`config.mk`:
```
export PLATFORM = sky130hd
export DESIGN_NAME = mix_addkey_seq
export DESIGN_NICKNAME = d
export VERILOG_FILES = /design/src/rtl/aes_pkg.sv /design/src/rtl/mix_addkey_seq_mixcolum.sv /design/src/rtl/mix_addkey_seq.sv
export SDC_FILE = /design/constraint.sdc
export NUM_CORES = 1
export LEC_CHECK = 0
export CORE_ASPECT_RATIO = 2
export CORE_UTILIZATION = 38
export CTS_CLUSTER_SIZE = 20
export DETAILED_ROUTE_END_ITERATION = 10
export PLACE_DENSITY_LB_ADDON = 0.05
export SLEW_MARGIN = 20
export SYNTH_ARGS = -nofsm -noshare
export SYNTH_HDL_FRONTEND = slang
export SYNTH_SLANG_ARGS = --single-unit
export TNS_END_PERCENT = 100
```
`constraint.sdc`:
```
create_clock -name clk -period 3.36 [get_ports clk]
set_clock_uncertainty 0.05 [all_clocks]
set_input_delay 1.008 -clock clk [delete_from_list [all_inputs] [get_ports clk]]
set_output_delay 1.008 -clock clk [all_outputs]
set_load 0.02 [all_outputs]
```
`src/rtl/aes_pkg.sv`:
```
`default_nettype none
// ============================================================================
// aes_pkg : shared AES datapath constants, round-back-end FSM states, helpers
// Revision: 1.0
// ============================================================================
package aes_pkg;

    localparam int AES_STATE_W = 128;
    localparam int AES_COL_W   = 32;
    localparam int AES_NCOL    = 4;

    typedef enum logic [1:0] {
        IDLE = 2'd0,
        BUSY = 2'd1,
        DONE = 2'd2
    } mak_state_t;

    // Column 0 occupies the most significant word of the state.
    function automatic logic [AES_COL_W-1:0] col_sel(
        input logic [AES_STATE_W-1:0] s,
        input logic [1:0]             idx
    );
        logic [AES_COL_W-1:0] c;
        case (idx)
            2'd0:    c = s[127:96];
            2'd1:    c = s[95:64];
            2'd2:    c = s[63:32];
            default: c = s[31:0];
        endcase
        return c;
    endfunction

    function automatic logic [AES_STATE_W-1:0] col_put(
        input logic [AES_STATE_W-1:0] s,
        input logic [1:0]             idx,
        input logic [AES_COL_W-1:0]   c
    );
        logic [AES_STATE_W-1:0] r;
        r = s;
        case (idx)
            2'd0:    r[127:96] = c;
            2'd1:    r[95:64]  = c;
            2'd2:    r[63:32]  = c;
            default: r[31:0]   = c;
        endcase
        return r;
    endfunction

endpackage
`default_nettype wire

```
`src/rtl/mix_addkey_seq_mixcolum.sv`:
```
`default_nettype none
// ============================================================================
// mixcolum : combinational AES MixColumns on one 32-bit column (byte 0 = MSB)
// Revision: 1.0
// ============================================================================
module mixcolum
    import aes_pkg::*;
(
    input  logic [AES_COL_W-1:0] col_in,
    output logic [AES_COL_W-1:0] col_out
);

    logic [7:0] b  [4];
    logic [7:0] xt [4];

    for (genvar i = 0; i < 4; i++) begin : g_byte
        assign b[i]  = col_in[31-8*i -: 8];
        // Multiply by x modulo x^8+x^4+x^3+x+1.
        assign xt[i] = {b[i][6:0], 1'b0} ^ (b[i][7] ? 8'h1b : 8'h00);
    end

    assign col_out[31:24] = xt[0] ^ xt[1] ^ b[1] ^ b[2] ^ b[3];
    assign col_out[23:16] = b[0] ^ xt[1] ^ xt[2] ^ b[2] ^ b[3];
    assign col_out[15:8]  = b[0] ^ b[1] ^ xt[2] ^ xt[3] ^ b[3];
    assign col_out[7:0]   = xt[0] ^ b[0] ^ b[1] ^ b[2] ^ xt[3];

endmodule
`default_nettype wire

```
`src/rtl/mix_addkey_seq.sv`:
```
`default_nettype none
// ============================================================================
// mix_addkey_seq : column-serial MixColumns + AddRoundKey AES round back end
// Revision: 1.0
// ============================================================================
module mix_addkey_seq
    import aes_pkg::*;
#(
    parameter bit LAST_EN = 1'b1
) (
    input  logic                   clk,
    input  logic                   rst_n,
    input  logic                   in_valid,
    output logic                   in_ready,
    input  logic [AES_STATE_W-1:0] in_state,
    input  logic [AES_STATE_W-1:0] in_key,
    input  logic                   in_last,
    output logic                   out_valid,
    input  logic                   out_ready,
    output logic [AES_STATE_W-1:0] out_state
);

    mak_state_t             state_q;
    mak_state_t             state_d;
    logic [1:0]             col_q;
    logic [AES_STATE_W-1:0] blk_q;
    logic [AES_STATE_W-1:0] key_q;
    logic                   last_q;
    logic [AES_STATE_W-1:0] out_q;

    logic [AES_COL_W-1:0]   mix_in;
    logic [AES_COL_W-1:0]   mix_out;
    logic [AES_COL_W-1:0]   res_col;
    logic                   accept;
    logic                   last_col;

    assign mix_in   = col_sel(blk_q, col_q);
    assign res_col  = (last_q ? mix_in : mix_out) ^ col_sel(key_q, col_q);
    assign accept   = (state_q == IDLE) && in_valid;
    assign last_col = (col_q == 2'(AES_NCOL - 1));

    mixcolum u_mixcolum (
        .col_in  (mix_in),
        .col_out (mix_out)
    );

    always_ff @(posedge clk or negedge rst_n) begin
        if (!rst_n) begin
            state_q <= IDLE;
        end else begin
            state_q <= state_d;
        end
    end

    // in_ready is gated by rst_n so it reads 0 for the whole reset window.
    always_comb begin
        state_d   = state_q;
        in_ready  = 1'b0;
        out_valid = 1'b0;
        case (state_q)
            IDLE: begin
                in_ready = rst_n;
                if (in_valid) begin
                    state_d = BUSY;
                end
            end
            BUSY: begin
                if (last_col) begin
                    state_d = DONE;
                end
            end
            DONE: begin
                out_valid = 1'b1;
                if (out_ready) begin
                    state_d = IDLE;
                end
            end
            default: begin
                state_d = IDLE;
            end
        endcase
    end

    always_ff @(posedge clk or negedge rst_n) begin
        if (!rst_n) begin
            col_q  <= 2'd0;
            blk_q  <= '0;
            key_q  <= '0;
            last_q <= 1'b0;
            out_q  <= '0;
        end else if (accept) begin
            col_q  <= 2'd0;
            blk_q  <= in_state;
            key_q  <= in_key;
            last_q <= LAST_EN ? in_last : 1'b0;
        end else if (state_q == BUSY) begin
            out_q <= col_put(out_q, col_q, res_col);
            col_q <= col_q + 2'd1;
        end
    end

    assign out_state = out_q;

endmodule
`default_nettype wire

```
==> results.md, run 1 <==
* Row count at 115
* Fin. max-slew vios at 0
* Routed WL at 68000 µm
* Post-route minimum period at approximately 3.3 ns
* Crit share post-route at 0.969
* Number of vias per cell at 5.04
* Crit. End Element: flip-flop
* Startpoint types: flip-flop
* Min-Delay Path Class: reg -> reg
* CTS tree: yes
* Number of synthesized flops with an enable pin at 0
* Worst-Margin Slew at 0.951 ns
* Initial drt markers at between 1k and 1.5k
* Htree depth at 2
* Final Core Density at 0.523
* Register Area at approximately 0.0097 mm²
* Final HPWL DP at 52500 µm
* Num Clock Sinks at 389
* Post-route ant nets at 0
* Slew margin rel. at 0.360
* Drt wl/cell at 21.0 µm
* Unrepaired setup endpoints after global routing: no
* Crit path required time at approximately 3.7 ns
* Die height at 317 µm
* Mean Syn Cell Area at approximately 8.7 µm²
* Synth Net Count at 2422
* All-Layer GR Usage at 0.270
* Fillers at 4612
* Core Region at just under 0.05 mm²
* Max Cap Viol at 0
* First-pass GRT wire length at 102000 µm
* Vias in the first global route at 16.6k
* Fmax at around 0.31 GHz
* Crit path max fanout at 16
* Ys async rst share at 1.00
* Die area at 0.0505 mm²
* Final Non-Filler Cells at approximately 3.2k
* Share of layout cells above drive strength 1 at 0.0919
* Routability cong. at 0.917
* R2R setup slack at 0.11 ns
* Vias at 16.3k
* Commonest register cell after synthesis: dfrtp_1
* Critical Path AT at between 3 and 4 ns
* Critical Setup Path Class: reg -> reg
* Register bit total from synthesis at slightly below 400
* Sequential area share after synthesis at 0.517
* GR Overflow Total at 0
* Clk slew on worst S/H paths at 0.07 ns
* Fin. Hold Viols at 0
* Cts hold-fix bufs at 0
* Clock tree buffer depth at 3
* Nets at 2830
* CTS buffer count at 37
* Commonest non-fill, non-tap cell in the layout: nand2_1
* Ports at just under 400
* Initial antenna violation count at 1
* CTS Root Cell: clkbuf_16
* Drt pass-1 iters at 8
* Final setup fails at 0
* Largest net degree at the start of global routing at 141
* Syn Std Cell Area at 0.0188 mm²
* Die extent in x at 159 µm
* Starting density of the core at 0.384
* Commonest cells after routing, fill and taps aside: nand2_1, clkdlybuf4s50_1, dfrtp_1, buf_4, xnor2_1
* Run status: finished clean
* Synth-to-layout area growth at 36.3%
* Ys Warns at 0
* Inst Count DP at 3156
* Syn Inst Count at 2156
* DRC violation count after routing at 0
* Multi-input gate area at 0.00863 mm²
* Input/output buffers at 390
* Cell variety after synth at 46
* Clock Latency Late Sink at ~0.55 ns
sequential cells by signal, indices dropped and copies added, names as in the netlist:
register,flops
blk_q,128
key_q,128
out_state,128
col_q,2
state_q,2
last_q,1
per-stage QoR:
| step | TNS (ns) | setup slack [ns] | hold WS (ns) | instance area, µm² |
|---|---|---|---|---|
| floorplan | 0 | 0.322 | 0.390 | 18800 |
| global placement | -0.816 | -0.185 | 0.404 | 24100 |
| detailed placement | -1.47 | -0.177 | 0.407 | 24100 |
| CTS | 0 | 0.00211 | 0.424 | 25500 |
| global route | 0 | 0.00691 | 0.438 | 25600 |
| finish | 0 | 0.105 | 0.423 | 25600 |
cell families (layout without fill, tap and decap cells):
kind of cell               count (synthesis)  in the layout  share of synthesized area
AOI/OAI and AO/OA                        340            340                      0.117
xor gates and xnor gates                 194            194                      0.105
adders and majority gates                  5              5                    0.00332
buffers and inverters                    161            594                     0.0330
DFF                                      389            389                      0.517
muxes                                     19             19                     0.0109
other                                      0              1                          0
and+or+nand+nor                         1048           1048                      0.214
cell usage after synthesis (all sizes together), types with 2 or more instances:
cell	n	area [µm²]
nand2	927	3480
xnor3	16	360
o21a	2	15.0
inv	7	26.3
a221oi	3	26.3
and4	2	22.5
a211oi	7	57.6
or3	3	18.8
xor2	62	543
a211o	3	26.3
a21o	2	15.0
nor2	86	323
and2	8	50.1
dfrtp	389	9730
o211a	4	40.0
mux2	2	22.5
a222oi	64	641
clkbuf	130	488
nor3	7	35.0
xnor2	112	981
a21oi	80	419
xor3	4	95.1
o211ai	13	97.6
buf	23	104
o21ai	155	780
nor2b	11	68.8
nand2b	3	18.8
ha	5	62.6
mux2i	17	183
final cells by class:
| class | instances | area share |
|---|---|---|
| tap | 643 | 0.0314 |
| sequential | 389 | 0.380 |
| clock inverter | 10 | 0.00746 |
| clock buffer | 54 | 0.0441 |
| multi-input combinational | 1606 | 0.337 |
| antenna | 1 | 0.0000976 |
| inverter | 8 | 0.00127 |
| timing repair buffer | 522 | 0.199 |
final timing paths:
path	end	startpoint	cells after the start
hold reg to reg	key_q[20]$_DFFE_PN0P_	key_q[20]$_DFFE_PN0P_	2
setup reg to reg	out_state[52]$_DFFE_PN0P_	col_q[0]$_DFFE_PN0P_	12
max in group asynchronous	key_q[78]$_DFFE_PN0P_	rst_n	3
setup / recovery	out_state[52]$_DFFE_PN0P_	col_q[0]$_DFFE_PN0P_	12
hold / removal	key_q[20]$_DFFE_PN0P_	key_q[20]$_DFFE_PN0P_	2
min in group asynchronous	key_q[9]$_DFFE_PN0P_	rst_n	2
timing repair:
item	in CTS	in global routing
setup endpoints to repair	29	69
setup buffers	4	8
pin swaps	3	8
resized for setup	5	24
layer usage:
metal | vias to the layer above | track usage | part of all wire
met1 | 7785 | 0.298 | 0.37
met3 | 128 | 0.0282 | 0.040
met5 | - | 0 | 0
met4 | 0 | 0.146 | 0.057
li1 | 7849 | - | -
met2 | 548 | 0.507 | 0.53
worst max-delay path: stages (launching register included):
cell and delay, ns:
dfrtp_2 0.40, buf_4 0.16, ha_4 0.21, buf_6 0.19, a222oi_1 0.39, buf_4 0.26
buf_4 0.19, nor2_1 0.07, a221oi_2 0.35, xnor3_1 0.39, mux2i_2 0.18, buf_4 0.17
o21ai_1 0.06
Power of run 1 is not shown: default switching activity piles up to over one toggle a cycle in this logic, so the estimate is an artifact.
==> run 2: changes to the inputs <==
--- a/config.mk
+++ b/config.mk
@@ -7,6 +7,7 @@
 export LEC_CHECK = 0
 export CORE_ASPECT_RATIO = 2
 export CORE_UTILIZATION = 38
+export CTS_BUF_LIST = sky130_fd_sc_hd__clkbuf_4
 export CTS_CLUSTER_SIZE = 20
 export DETAILED_ROUTE_END_ITERATION = 10
 export PLACE_DENSITY_LB_ADDON = 0.05
==> results.md, run 2 (same netlist as run 1, synthesis figures left out) <==
* Run status: finished clean
* Number of vias per cell at 5.03
* Die extent in x at 159 µm
* Final Non-Filler Cells at between 3k and 4k
* Area post-placement at 0.0241 mm²
* Max Cap Viol at 0
* Initial antenna violation count at 3
* Num Clock Sinks at slightly below 400
* Crit share post-route at 0.975
* Cts hold-fix bufs at 0
* Slew margin rel. at 0.367
* Starting density of the core at 0.384
* Row count at 115
* Routed WL at 68600 µm
* Post-placement setup slack at -0.177 ns
* Largest net degree at the start of global routing at 141
* Min-Delay Path Class: in -> async
* Startpoint types: flip-flop
* Input/output buffers at 390
* Drt pass-1 iters at 7
* CTS tree: yes
* Post-route minimum period at 3.28 ns
* Vias in the first global route at about 17k
* Inst Count DP at 3156
* Nets at 2877
* Clock tree buffer depth at 3
* Ports at 391
* Fmax at 0.305 GHz
* Core Region at 0.0491 mm²
* Crit path required time at 4.05 ns
* Worst-Margin Slew at 0.950 ns
* Synth-to-layout area growth at 34.8%
* Fin. Hold Viols at 0
* Drt wl/cell at between 20 and 25 µm
* CTS Root Cell: clkbuf_4
* Fin. max-slew vios at 0
* Post-route ant nets at 0
* Share of layout cells above drive strength 1 at 0.115
* Critical Setup Path Class: reg -> reg
* Htree depth at 3
* Die height at 317 µm
* Vias at 16.7k
* Final HPWL DP at approximately 52000 µm
* Final setup fails at 0
* All-Layer GR Usage at 0.275
* Final WS setup at 0.0836 ns
* First-pass GRT wire length at 103000 µm
* Commonest cells after routing, fill and taps aside: nand2_1, clkdlybuf4s50_1, dfrtp_1, clkbuf_4, buf_4
* Die area at about 0.05 mm²
* Critical Path AT at between 3 and 4 ns
* Finished Cell Area at 0.0254 mm²
* GR Overflow Total at 0
* Clk slew on worst S/H paths at 0.09 ns
* Clock Latency Late Sink at ~0.85 ns
* CTS buffer count at 87
* Crit path max fanout at 15
* DRC violation count after routing at 0
* Crit. End Element: flip-flop
* Initial drt markers at about 1.1k
* Fillers at 4694
* Routability cong. at around 0.92
* Commonest non-fill, non-tap cell in the layout: nand2_1
## run 2: cell count changes in the layout (fill, tap and decap cells not counted), sizes merged
cell / previous run / this run
clkbuf: 54 / 125
clkinv: 2 / 19
diode: 1 / 5
buf: 133 / 130
bufinv: 5 / 2
clkinvlp: 2 / 0
clkdlybuf4s50: 389 / 388
dlygate4sd2: 0 / 1
inv: 9 / 10
## run 2: critical path, cell delays in order, from the launching register on
cell and delay [ns]:
dfrtp_2 0.42, buf_4 0.16, ha_4 0.21, buf_4 0.19, buf_4 0.21, a222oi_1 0.59, buf_4 0.28, a21oi_1 0.09
or3_1 0.31, a211o_1 0.31, and4_4 0.21, a21oi_1 0.15
## run 2: layout make-up
| class | count | area, µm² | share of cell area |
|---|---|---|---|
| well taps | 643 | 805 | 0.0317 |
| repair buffers | 519 | 5090 | 0.201 |
| multi-input cells | 1606 | 8610 | 0.339 |
| flip-flops and latches | 389 | 9740 | 0.384 |
| clock buffers | 125 | 938 | 0.0370 |
| clock inverters | 23 | 145 | 0.00572 |
| diodes | 5 | 12.5 | 0.000493 |
| inverters | 8 | 32.5 | 0.00128 |
## run 2: worst paths after layout
| path | start | end | slack [ns] | depth (start not counted) |
|---|---|---|---|---|
| max in group asynchronous | rst_n | blk_q[30]$_DFFE_PN0P_ | 1.91 | 3 |
| worst max-delay path | col_q[0]$_DFFE_PN0P_ | out_state[27]$_DFFE_PN0P_ | 0.08 | 11 |
| worst min-delay path | rst_n | blk_q[29]$_DFFE_PN0P_ | 0.17 | 2 |
| worst min register to register | key_q[20]$_DFFE_PN0P_ | key_q[20]$_DFFE_PN0P_ | 0.42 | 2 |
| min in group clk | key_q[20]$_DFFE_PN0P_ | key_q[20]$_DFFE_PN0P_ | 0.42 | 2 |
| worst max register to register | col_q[0]$_DFFE_PN0P_ | out_state[27]$_DFFE_PN0P_ | 0.08 | 11 |
## run 2: timing repair
action,4_1_cts,5_1_grt
setup buffers,2,7
pin swaps,2,6
cloned,0,0
setup endpoints to repair,25,61
gates resized for setup,7,18
## run 2: per-stage QoR
stage	util	setup TNS [ns]	hold WS (ns)
after floorplan	-	0	0.390
after detailed placement	0.490	-1.47	0.407
after CTS	0.513	0	0.130
final	0.517	0	0.172
after global routing	0.517	-0.0986	0.131
after global placement	0.490	-0.816	0.404
## run 2: per-layer routing
metal | share of wire | wire, µm | GRT usage
met1 | 0.36 | 25000 | 0.294
met2 | 0.53 | 36300 | 0.505
met3 | 0.046 | 3130 | 0.0432
met4 | 0.061 | 4170 | 0.171
met5 | 0 | 0 | 0
Power of run 2 is left out for the same reason.
==> edit 1, RTL diff (flow settings as in run 1) <==
Change the parameter `LAST_EN` from 1'b1 to 1'b0.
--- a/src/rtl/mix_addkey_seq.sv
+++ b/src/rtl/mix_addkey_seq.sv
@@ -7,5 +7,5 @@
     import aes_pkg::*;
 #(
-    parameter bit LAST_EN = 1'b1
+    parameter bit LAST_EN = 1'b0
 ) (
     input  logic                   clk,
Check against the original RTL: not equivalent (a bounded check fails within 4 cycles, from zero or initial values and one cycle with rst_n low).
==> edit 1 against run 1 <==
Global-route usage shrank 3.8 points. Register-to-register slack better by 0.14 ns. Core utilization grew 0.071 points. Via count fell by 26%. Area after synthesis fell by 7.8%. First-iteration DRC count shrank 62%. Routed wire length decreased by 22%. Setup slack gained 0.12 ns. Sequential cell count shrank 1. Cell area is 8.2% lower. Critical path type is now in2out. Critical endpoint is now in_ready.
Power is left out: the tool's default activity adds up to more than one toggle a clock period on the data nets, which glitch-free logic cannot reach.
==> edit 1: results (changes against run 1) <==
ff2ff_path_depth: 10  # was 12
min_from: "out_state[118]"  # was key_q[20]
synth.distinct_cells: 24  # was 46
crit_start: "rst_n"  # was col_q[0]
r2r_slack_ns: 0.25  # was 0.11 ns
syn_nets: 1676  # was 2422
drt_iter0_markers: 440  # was 1143
hpwl_mm: 40.6  # was 52.5 mm
drive_gt1_share_pct: 23.9  # was 9.19%
cts_resized: 0  # was 5
vias: 12000  # was 16300
netlist_top_cells_count: "dfrtp_1 (388), mux2_2 (256), nand2_1 (132), xnor2_1 (118), a21oi_1 (96)"  # was nand2_1 (927), dfrtp_1 (389), clkbuf_1 (130), xnor2_1 (112), nor2_1 (86)
nNetsFinal: 2077  # was 2830
grt_use_total_pct: 23.2  # was 27.0%
routed_wl_mm: 53.3  # was 68.0 mm
grt_max_degree: 176  # was 141
worst_hold_slack_ns: 0.425  # was 0.423 ns
worst_pin_slew_ns: 0.864  # was 0.951 ns
grt_antenna_before_repair: 5  # was 1
yosysSeqAreaShare_pct: 56.0  # was 51.7%
r2r_end: "out_state[34]"  # was out_state[52]
path_max_fanout: 2  # was 16
arrival_ns: 2.07  # was 3.61 ns
synth_area_leaders: "dfrtp_1 (56%), mux2_2 (17%), xnor2_1 (6.0%)"  # was dfrtp_1 (52%), nand2_1 (18%), xnor2_1 (5.2%)
cts_setup_buffers: 0  # was 4
status: "complete, no violations"  # unchanged
port_buffers: 389  # was 390
-- edit 1: cell types whose count changed in the layout (fill, tap and decap cells not counted), sizes merged, moves of 54 or more --
cell    delta
a222oi    -64
a22oi     +64
buf       -71
mux2     +254
nand2    -795
nor2      -82
nor2b     +55
xor2      -54
-- edit 1: kinds of logic (layout without fill, tap and decap cells) --
| logic type | count (synthesis) | in the layout | share of synthesized area (%) |
|---|---|---|---|
| compound gates | 323 | 323 | 11.2 |
| xor+xnor | 141 | 141 | 7.77 |
| fa+ha+maj | 5 | 5 | 0.361 |
| buf+inv | 92 | 520 | 2.63 |
| flops | 388 | 388 | 56.0 |
| mux | 257 | 257 | 16.7 |
| other cells | 0 | 5 | 0 |
| simple gates | 204 | 204 | 5.41 |
-- edit 1: critical path, stage by stage --
cell and delay, ns:
buf_8 0.09, nor3b_1 0.30, clkdlybuf4s50_1 0.67
-- edit 1: area by class of cell --
cell class / count / area [sq um]
inverters: 4 / 15.0
diodes: 5 / 12.5
flip-flops and latches: 388 / 9710
well taps: 560 / 701
multi-input cells: 930 / 7240
repair buffers: 450 / 4540
clock inverters: 12 / 166
fillers: 4070 / 21400
clock buffers: 54 / 1170
-- edit 1: worst max path at each step --
stage | cells past startpoint | slack [ns] | endpoint
6_report | 3 | 0.23 | in_ready
4_1_cts | 9 | 0.18 | out_state[120]
2_1_floorplan | 1 | 0.77 | in_ready
3_3_place_gp | 3 | 0.22 | in_ready
5_1_grt | 9 | 0.09 | out_state[107]
3_5_place_dp | 9 | 0.19 | out_state[120]
-- edit 1: routing by layer --
layer | up-vias | share of wire [%] | global-route usage [%]
met5 | - | 0 | 0
met4 | 0 | 2.6 | 8.03
met3 | 61 | 4.8 | 3.89
met2 | 351 | 56 | 44.2
met1 | 5937 | 37 | 25.5
li1 | 5680 | - | -
-- edit 1: through the flow --
stage,setup slack [ns],cell area [sq um],cells
finish,0.230,23600,2403
global route,0.0927,23600,2403
detailed placement,0.195,22200,2331
floorplan,0.773,17300,1410
global placement,0.224,22200,2331
CTS,0.176,23500,2397
==> edit 2, RTL diff (flow settings as in run 1) <==
Without the edit above. Re-encode `mak_state_t` (3 states) as one-hot, 3 bits wide.
--- a/src/rtl/aes_pkg.sv
+++ b/src/rtl/aes_pkg.sv
@@ -10,8 +10,8 @@
     localparam int AES_NCOL    = 4;
 
-    typedef enum logic [1:0] {
-        IDLE = 2'd0,
-        BUSY = 2'd1,
-        DONE = 2'd2
+    typedef enum logic [2:0] {
+        IDLE = 3'b001,
+        BUSY = 3'b010,
+        DONE = 3'b100
     } mak_state_t;
 
Behaviour: same outputs for any inputs over 4 cycles, from zero or initial values and one cycle with rst_n low; so few cycles prove little.
==> edit 2 against run 1 <==
Core utilization up 0.28 points. Routed wire length shrank 5.7%. Cell area up 0.54%. Sequential cell count is 1 higher. Setup slack better by 0.0023 ns. Hold slack better by 0.0030 ns. Area after synthesis is 0.28% higher. Sequential share of layout area fell by 0.11 points. Synthesized cell count shrank 23%. Largest cell class unchanged.
Power is not shown: default switching activity piles up to over one toggle a cycle in this logic, so the estimate is an artifact.
==> edit 2: results (changes against run 1) <==
place.gp.congestion: 0.873  # was 0.917
grt_pass1_vias: 15100  # was 16600
netlist_top_cells_count: "dfrtp_1 (389), mux2_2 (266), nand2_1 (179), o21ai_0 (139), xnor2_1 (129)"  # was nand2_1 (927), dfrtp_1 (389), clkbuf_1 (130), xnor2_1 (112), nor2_1 (86)
r2r_end: "out_state[60]"  # was out_state[52]
cp_slowest_cell: "a222oi_1"  # was dfrtp_2
grt_use_total_pct: 25.5  # was 27.0%
whs_path_depth: 2  # unchanged
grt_max_degree: 190  # was 141
arrival_ns: 3.62  # was 3.61 ns
placed_cell_area_sq_um: 24200  # was 24100 sq um
via_per_inst: 5.21  # was 5.04
clk_pin_slew_ns: 0.07  # about the same
min_from: "out_state[117]"  # was key_q[20]
grt_pass1_wl_mm: 95.9  # was 102 mm
path_max_fanout: 23  # was 16
r2r_slack_ns: 0.11
syn_nets: 1917  # was 2422
yosysSeqAreaShare_pct: 51.7  # about the same
dpl_worst_slack_ns: -0.105  # was -0.177 ns
synth_area_leaders: "dfrtp_1 (52%), mux2_2 (16%), xnor2_1 (6.0%)"  # was dfrtp_1 (52%), nand2_1 (18%), xnor2_1 (5.2%)
slowest_delay_ns: 0.53  # was 0.40 ns
grt_antenna_before_repair: 7  # was 1
hpwl_mm: 49.1  # was 52.5 mm
cts-buffers-inserted: 38  # was 37
synth.distinct_cells: 47  # was 46
drive_gt1_share_pct: 23.3  # was 9.19%
nNetsFinal: 2352  # was 2830
fin_crit_sh_pct: 96.8  # was 96.9%
worst_pin_slew_ns: 1.04  # was 0.951 ns
clk_latency_ns: 0.55  # about the same
status: "complete, no violations"  # unchanged
drt_iter0_markers: 931  # was 1143
clock_path_buffers: 3  # unchanged
holdPathEnd: "out_state[117]"  # was key_q[20]
dr.pass1.iters: 6  # was 8
routed_wl_mm: 64.1  # was 68.0 mm
worst_hold_slack_ns: 0.426  # was 0.423 ns
==> edit 2: cell types whose count changed after synthesis, sizes merged, moves of 4 or more <==
cell    delta
xnor3      -5
nand2    -748
mux2     +264
xor2      +13
xnor2     +18
clkbuf    -21
a31oi      +5
o211ai     +7
buf        -4
mux2i      -4
xor3       -4
o21ai      -5
nor2      -17
a21oi     -12
==> edit 2: cells by family after synthesis <==
kind of cell / share of synthesized area [%]
compound gates: 11.4
xor+xnor: 10.9
fa+ha+maj: 0.265
buf+inv: 2.75
flops: 51.7
mux: 16.6
simple gates: 6.44
==> edit 2: critical path: cells and delay by family (launching register included) <==
| family | cells | cell delay, ns |
|---|---|---|
| buffers and inverters | 4 | 0.70 |
| muxes | 1 | 0.34 |
| adders and majority gates | 1 | 0.21 |
| DFF | 1 | 0.38 |
| and+or+nand+nor | 1 | 0.31 |
| AOI/OAI and AO/OA | 3 | 0.69 |
| xor gates and xnor gates | 2 | 0.44 |
==> edit 2: per-layer routing <==
metal  track usage (%)  routed length (um)  up-vias
li1                  -                   -     6696
met1              28.1               23500     7115
met2              48.1               34900      470
met3              3.37                2670      110
met4              11.8                2960        4
met5                 0                  27        -
==> edit 2: cell type report <==
type | count | area [sq um]
fill | 4421 | 23300
inverter | 9 | 36.3
multi-input combinational | 1125 | 8780
clock inverter | 7 | 65.1
clock buffer | 62 | 1210
tap | 643 | 805
sequential | 390 | 9760
timing repair buffer | 523 | 5120
antenna | 4 | 10.0
==> edit 2: worst max-delay path by stage <==
| stage | cells past startpoint | from | endpoint |
|---|---|---|---|
| 5_1_grt | 12 | col_q[0] | out_state[10] |
| 6_report | 12 | col_q[0] | out_state[60] |
| 3_3_place_gp | 12 | col_q[1] | out_state[92] |
| 3_5_place_dp | 12 | col_q[1] | out_state[60] |
| 2_1_floorplan | 10 | col_q[0] | out_state[28] |
| 4_1_cts | 11 | col_q[0] | out_state[121] |
==> edit 2: per-stage QoR <==
| step | utilization (%) | std cells |
|---|---|---|
| floorplan | - | 1652 |
| global placement | 49.4 | 2679 |
| detailed placement | 49.4 | 2679 |
| CTS | 52.1 | 2750 |
| global route | 52.6 | 2763 |
| finish | 52.6 | 2763 |
==> edit 2: repair_timing <==
item / 4_1_cts / 5_1_grt
buffers inserted: 2 / 8
pin swaps: 4 / 11
setup endpoints to repair: 40 / 52
gates resized for setup: 9 / 21
